## config.mk

```make
export PLATFORM = sky130hd
export DESIGN_NAME = alb_nibble_sequencer
export DESIGN_NICKNAME = d
export VERILOG_FILES = /design/src/rtl/alb_nibble_sequencer.sv
export SDC_FILE = /design/constraint.sdc
export NUM_CORES = 1
export LEC_CHECK = 0
export CAP_MARGIN = 25
export CELL_PAD_IN_SITES_DETAIL_PLACEMENT = 2
export CELL_PAD_IN_SITES_GLOBAL_PLACEMENT = 2
export CORE_MARGIN = 2
export CORE_UTILIZATION = 42
export CTS_CLUSTER_SIZE = 30
export DETAILED_ROUTE_END_ITERATION = 10
export DONT_BUFFER_PORTS = 1
export PLACE_DENSITY_LB_ADDON = 0.1
export SLEW_MARGIN = 5
export SYNTH_ARGS = -nofsm -noshare
export SYNTH_HDL_FRONTEND = slang
export SYNTH_SLANG_ARGS = --single-unit
```

## constraint.sdc

```tcl
create_clock -name CLK -period 6.5 [get_ports CLK]
set_input_delay 0.65 -clock CLK [delete_from_list [all_inputs] [get_ports CLK]]
set_output_delay 0.65 -clock CLK [all_outputs]
set_load 0.01 [all_outputs]
```

## src/rtl/alb_nibble_sequencer.sv

```systemverilog
// Multi-nibble initiator for the 4-bit ALB: issues one wide operation LSB nibble first,
// chains carry between nibbles and folds the per-nibble flags into whole-word flags.
module alb_nibble_sequencer #(
  parameter int NIBBLES = 4
) (
  input  logic                   CLK,
  input  logic                   RST,
  input  logic                   START,
  input  logic [1:0]             OP,
  input  logic [4*NIBBLES-1:0]   A,
  input  logic [4*NIBBLES-1:0]   B,
  input  logic                   CIN,
  output logic [3:0]             MR,
  output logic [3:0]             MS,
  output logic                   CI,
  output logic [2:0]             ALB_MI,
  input  logic [3:0]             F_ALB,
  input  logic                   CO,
  input  logic                   VO,
  input  logic                   NO,
  input  logic                   ZO,
  output logic [4*NIBBLES-1:0]   RESULT,
  output logic                   C_FLAG,
  output logic                   V_FLAG,
  output logic                   N_FLAG,
  output logic                   Z_FLAG,
  output logic                   BUSY,
  output logic                   DONE
);

  localparam int W  = 4 * NIBBLES;
  localparam int KW = $clog2(NIBBLES);
  localparam logic [KW-1:0] K_LAST = KW'(NIBBLES - 1);

  typedef enum logic [1:0] {S_IDLE, S_EXEC, S_FIN} state_t;

  state_t        state_q, state_d;
  logic [KW-1:0] k_q, k_d;
  logic [W-1:0]  a_lat_q, a_lat_d, b_lat_q, b_lat_d;
  logic [1:0]    op_q, op_d;
  logic          cin_q, cin_d, carry_q, carry_d, zero_q, zero_d;
  logic [W-1:0]  shadow_q, shadow_d, result_q, result_d;
  logic          c_q, c_d, v_q, v_d, n_q, n_d, z_q, z_d;
  logic          arith;

  // The sign flag is taken from F_ALB[3]; the ALB's NO output carries the same bit.
  logic unused_no;
  assign unused_no = NO;

  // add (11) and sub (00) chain carry; and/or do not
  assign arith = (op_q[1] == op_q[0]);

  always_comb begin
    state_d  = state_q;
    k_d      = k_q;
    a_lat_d  = a_lat_q;
    b_lat_d  = b_lat_q;
    op_d     = op_q;
    cin_d    = cin_q;
    carry_d  = carry_q;
    zero_d   = zero_q;
    shadow_d = shadow_q;
    result_d = result_q;
    c_d      = c_q;
    v_d      = v_q;
    n_d      = n_q;
    z_d      = z_q;
    MR       = 4'h0;
    MS       = 4'h0;
    CI       = 1'b0;
    ALB_MI   = 3'b111;
    case (state_q)
      S_IDLE: begin
        if (START) begin
          a_lat_d = A;
          b_lat_d = B;
          op_d    = OP;
          cin_d   = CIN;
          zero_d  = 1'b1;
          k_d     = '0;
          state_d = S_EXEC;
        end
      end
      S_EXEC: begin
        MR     = a_lat_q[4*k_q +: 4];
        MS     = b_lat_q[4*k_q +: 4];
        ALB_MI = {1'b0, op_q};
        CI     = arith & ((k_q == '0) ? cin_q : carry_q);
        shadow_d[4*k_q +: 4] = F_ALB;
        carry_d = CO;
        zero_d  = zero_q & ZO;
        if (k_q == K_LAST) begin
          // Top nibble: publish the word result and flags so they are visible in FIN.
          result_d = shadow_d;
          c_d      = arith & CO;
          v_d      = arith & VO;
          n_d      = F_ALB[3];
          z_d      = zero_q & ZO;
          state_d  = S_FIN;
        end else begin
          k_d = k_q + 1'b1;
        end
      end
      S_FIN:   state_d = S_IDLE;
      default: state_d = S_IDLE;
    endcase
  end

  always_ff @(posedge CLK or posedge RST) begin
    if (RST) begin
      state_q  <= S_IDLE;
      k_q      <= '0;
      a_lat_q  <= '0;
      b_lat_q  <= '0;
      op_q     <= '0;
      cin_q    <= 1'b0;
      carry_q  <= 1'b0;
      zero_q   <= 1'b0;
      shadow_q <= '0;
      result_q <= '0;
      c_q      <= 1'b0;
      v_q      <= 1'b0;
      n_q      <= 1'b0;
      z_q      <= 1'b0;
    end else begin
      state_q  <= state_d;
      k_q      <= k_d;
      a_lat_q  <= a_lat_d;
      b_lat_q  <= b_lat_d;
      op_q     <= op_d;
      cin_q    <= cin_d;
      carry_q  <= carry_d;
      zero_q   <= zero_d;
      shadow_q <= shadow_d;
      result_q <= result_d;
      c_q      <= c_d;
      v_q      <= v_d;
      n_q      <= n_d;
      z_q      <= z_d;
    end
  end

  assign RESULT = result_q;
  assign C_FLAG = c_q;
  assign V_FLAG = v_q;
  assign N_FLAG = n_q;
  assign Z_FLAG = z_q;
  assign BUSY   = (state_q == S_EXEC);
  assign DONE   = (state_q == S_FIN);

endmodule

```

==> results.cfg, run 1 <==
[global_route]
track_usage_pct = 20.7
grt_use_met1_pct = 25.0
grt_pass1_vias = 2742
grt_use_met2_pct = 35.8
grt_pass1_wl_mm = 14.4
grt_max_degree = 78
use_met3_pct = 6.58
antenna_found_initial = 0
busiest_layer = met2
grt_overflow = 0

[critical_path]
crit_type = flop to output pin
slowest_stage = dfrtp_1
startpoint = k_q[0]
ff2ff_setup_slack_ns = 3.81
crit_path_start_kind = flop
slowest_delay_ns = 0.85
path_cells = inv_1 -> ha_1 -> mux2i_1 -> nor3_1
crit_required_ns = 5.85
reg2reg_depth = 5
crit-reg2reg-launch = k_q[0]
crit_end = CI
cp_max_fo = 15
cp.arrival_ns = 2.32
crit-reg2reg-capture = RESULT[11]
crit_path_end_kind = output pin

[clock_network]
ctsHoldBuffers = 0
clk_pin_slew_ns = 0.09
cts-root-buf = clkbuf_8
clockBufferDepth = 2
clkSinkCount = 77
clk-insertion-delay-late_ns = 0.35
cts.htree.levels = 3
cts_inserted_buffers = 9
cts_resized = 0
postCtsSetupBuffers = 0
cts_tree = yes

[synth]
synth_area_leaders = dfrtp_1 (54%), nand2_1 (14%), mux4_2 (5.1%), a32o_1 (3.4%), ha_1 (2.1%)
synth_adder_area_share_pct = 2.11
syn_avg_cell_area_um2 = 10.1
yosysTopAreaCell = dfrtp_1
synth-seq-cells = 77
muxShareOfSynthArea_pct = 5.35
yosysSeqAreaShare_pct = 54.2
synth_top_family_by_area = simple AND/OR/NAND/NOR gates
yosys.area_share.simple_pct = 23.4
synthFlopType = dfrtp_1
synth.top_cell.area_share_pct = 54.2
synth_area_um2 = 3550
synth_cell_type_count = 39
postSynthCellCount = 352
synth_compound_area_share_pct = 9.72
syn_nets = 404
synth_common_cells = nand2_1 (128), dfrtp_1 (77), nor2_1 (18)
yosys_warnings = 0
synth_async_sr_flop_share_pct = 100
synth_edf_count = 0
synth.most_common_cell = nand2_1
synth_xor_area_share_pct = 0.247

[finish]
fillers = 876
area_growth_pct = 6.73
num_antenna_cells = 0
finish.instance_area_um2 = 3790
fin_nets = 395
drive_above_1_share_pct = 10.1

[detailed_routing]
dr.pass1.iters = 4
vias = 2527
drc = 0
first_iter_violations = 67
wire_per_inst_um = 19.1
viasPerCell = 5.58
routed_wl_mm = 8.64
ant_nets = 0

[power_and_ir_drop]
power_mw = 1.97
p_leak_nw = 1.78
peakVddDrop_mv = 0.161
p_per_area_nw_per_um2 = 518

[run]
max-cap-violations = 0

[floorplan]
row_count = 33
coreArea_um2 = 8220
die_area_um2 = 9210
die_x_um = 96.0
num_io_pins = 80
dieHeight_um = 96.0
start_util_pct = 43.2

[timing]
final-hold-violation-count = 0
skew_ns = 0.00991
slew_headroom_pct = 48.4
finalCritPeriodShare_pct = 45.7
clock.fmax_mhz = 337
drv_slew = 0
setup_violations = 0
min_period_ns = 2.97
fin_tns_setup_ns = 0
rsz0062_at_grt = false
max_slew.worst_pin.slew_ns = 0.773

[place]
placed_area_um2 = 3560
port-buffer-count = 0
dpl.hpwl_mm = 5.67
place.gp.congestion = 0.709

[hold_path]
hp-class = input pin to async pin

[run_status]
status = finished, final reports clean
-- report_power, final --
part	internal [mW]	switching, mW
Combinational	0.293	0.423
Sequential	0.693	0.186
Clock	0.186	0.184
-- registers in the layout, indices dropped and copies added, names as in the netlist --
register  cells
k_q           2
cin_q         1
zero_q        1
state_q       2
op_q          2
C_FLAG        1
b_lat_q      16
shadow_q     16
a_lat_q      16
V_FLAG        1
N_FLAG        1
RESULT       16
carry_q       1
Z_FLAG        1
-- placed cells by master, fill, tap and decap left out, types with 3 or more instances in the layout --
cell / count
ha_1: 6
a41oi_1: 4
nand3b_1: 5
buf_4: 3
o2bb2ai_1: 4
clkinv_2: 3
nand2b_1: 7
clkbuf_8: 10
nand2_1: 128
nor2_1: 18
nand4_1: 5
a32o_1: 12
a31oi_1: 4
and2_1: 8
o211ai_1: 4
clkinvlp_4: 3
a21oi_1: 4
mux4_2: 8
dfrtp_1: 77
inv_1: 4
a221oi_1: 4
nor2b_1: 5
-- per-stage QoR --
step                hold WS, ns  setup WS (ns)  util (%)  cells
floorplan                 0.440           3.88         -    352
finish                    0.201           3.53      46.1    453
global route              0.205           3.25      46.1    453
detailed placement        0.461           3.69      43.4    436
CTS                       0.387           3.42      45.8    452
global placement          0.453           3.70      43.4    436
-- layer usage --
layer  wire [µm]  up-vias
li1            -     1171
met5           0        -
met2        4430       59
met3         507        8
met1        3620     1289
met4          86        0
-- critical path, delay by kind of cell, from the launching register on --
kind	cells	cell delay [ns]
fa+ha+maj	1	0.35
buf+inv	1	0.25
flops	1	0.85
mux	1	0.17
simple gates	1	0.35
-- final cells by class --
type / count / area (µm²) / share of cell area [%]
clock inverter: 6 / 62.6 / 1.65
multi-input combinational: 244 / 1460 / 38.4
clock buffer: 10 / 138 / 3.63
tap: 105 / 131 / 3.47
inverter: 7 / 27.5 / 0.726
timing repair buffer: 4 / 50.0 / 1.32
sequential: 77 / 1930 / 50.8
-- logic make-up (layout without fill, tap and decap cells) --
group	after synthesis	count (layout)
compound gates	42	42
xor+xnor	1	1
fa+ha+maj	6	6
buf+inv	31	27
flops	77	77
mux	9	9
simple gates	186	186
-- worst min-delay path by stage --
stage / slack, ns / from / depth (start not counted) / to
after detailed placement: 0.46 / b_lat_q[12] / 2 / b_lat_q[12]
after global routing: 0.21 / RST / 2 / RESULT[9]
after CTS: 0.39 / OP[0] / 2 / op_q[0]
final: 0.20 / RST / 2 / N_FLAG
after floorplan: 0.44 / b_lat_q[10] / 2 / b_lat_q[10]
after global placement: 0.45 / b_lat_q[12] / 2 / b_lat_q[12]
No activity file was read; power rests on OpenSTA's default activity.
==> run 2, diff against run 1 <==
- CORE_UTILIZATION: 42 -> 39
- clock period: 6.5 -> 3.1 ns (I/O delays scaled with it)
==> results.cfg, run 2 (synthesis results as in run 1) <==
[run_status]
status = finished, final reports clean

[global_route]
grt_max_degree = 49
antenna_found_initial = 0
track_usage_pct = 19.4
grt_pass1_wl_mm = 14.9
grt_overflow = 0
grt_pass1_vias = 2856

[floorplan]
dieHeight_um = 99.4
coreArea_um2 = 8760
die_area_um2 = 9890
start_util_pct = 40.5
die_x_um = 99.4
num_io_pins = 80
row_count = 34

[place]
place.gp.congestion = 0.755
dpl.hpwl_mm = 5.83
place_ws_ns = 0.957
placed_area_um2 = 3600
dp.cells = 444
port-buffer-count = 0

[timing]
hold_slack_ns = 0.0440
clock.fmax_mhz = 434
finalCritPeriodShare_pct = 74.2
final-hold-violation-count = 0
setup_violations = 0
rsz0062_at_grt = false
max_slew.worst_pin.slew_ns = 0.850
fin_tns_setup_ns = 0
skew_ns = 0.0107
drv_slew = 0
slew_headroom_pct = 43.2
setup_slack_ns = 0.798
min_period_ns = 2.30

[power_and_ir_drop]
power_mw = 4.14
p_leak_nw = 1.79
p_per_area_nw_per_um2 = 1090
peakVddDrop_mv = 0.420

[finish]
final_common_cell = nand2_1
final_cell_mix = nand2_1 (128), dfrtp_1 (77), nor2_1 (18), a32o_1 (12), clkbuf_8 (9)
stdcell_count = 461
fillers = 959
area_growth_pct = 7.15
num_antenna_cells = 0
final_util_pct = 43.4
fin_nets = 400
drive_above_1_share_pct = 10.8
finish.instance_area_um2 = 3810

[hold_path]
min-delay-start = B[8]
hp-class = input pin to flop
worstHoldEndpoint = b_lat_q[8]
whs_path_depth = 2

[critical_path]
crit_path_end_kind = output pin
ff2ff_setup_slack_ns = 0.93
cp_max_fo = 9
path_cells = inv_1 -> ha_1 -> mux2i_1 -> nor3_1
crit_type = flop to output pin
reg2reg_depth = 5
crit-reg2reg-capture = RESULT[3]
cp.arrival_ns = 1.99
crit_required_ns = 2.79
slowest_delay_ns = 0.60
slowest_stage = dfrtp_1
crit-reg2reg-launch = k_q[1]
crit_path_start_kind = flop

[detailed_routing]
viasPerCell = 5.43
dr.pass1.iters = 4
first_iter_violations = 43
wire_per_inst_um = 19.1
routed_wl_mm = 8.80
drc = 0
vias = 2503
ant_nets = 0

[clock_network]
cts.htree.levels = 3
postCtsSetupBuffers = 0
cts_tree = yes
clk_pin_slew_ns = 0.09
clk-insertion-delay-late_ns = 0.36
cts_inserted_buffers = 9
clockBufferDepth = 2
cts_resized = 0
ctsHoldBuffers = 1
clkSinkCount = 77
cts-root-buf = clkbuf_8

[run]
max-cap-violations = 0
## run 2: cell types whose count changed in the layout (fill, tap and decap cells not counted), sizes merged
| cell | delta |
|---|---|
| buf | +4 |
| clkinv | +1 |
| clkinvlp | -1 |
| dlygate4sd3 | +1 |
## run 2: layer usage
layer	global-route usage, %	vias to the layer above	routed length [µm]
met4	6.64	0	137
li1	-	1176	-
met5	0	-	0
met2	33.4	57	4550
met1	23.3	1259	3660
met3	5.62	11	452
## run 2: cell type report
type	instances	area [µm²]	area share, %
Sequential cell	77	1930	50.6
Multi-Input combinational cell	244	1460	38.2
Tap cell	108	135	3.55
Clock buffer	10	128	3.35
Timing Repair Buffer	9	70.1	1.84
Clock inverter	6	63.8	1.68
Inverter	7	27.5	0.723
## run 2: worst max path at each step
stage	end	slack, ns	start
after floorplan	C_FLAG	0.82	RST
after global placement	RESULT[1]	1.0	k_q[1]
after detailed placement	RESULT[3]	0.96	k_q[1]
after CTS	CI	0.73	k_q[1]
after global routing	CI	0.66	k_q[1]
final	CI	0.80	k_q[1]
## run 2: report_power, final
part / internal, mW / switching, mW
sequential: 1.45 / 0.334
combinational: 0.643 / 0.942
clock: 0.371 / 0.401
## run 2: worst max-delay path: cells and delay by family (launching register included)
family | cells | cell delay (ns)
buffers and inverters | 1 | 0.17
adder cells (fa/ha/maj) | 1 | 0.31
flip-flops | 1 | 0.60
multiplexers | 1 | 0.15
AND/OR/NAND/NOR | 1 | 0.40
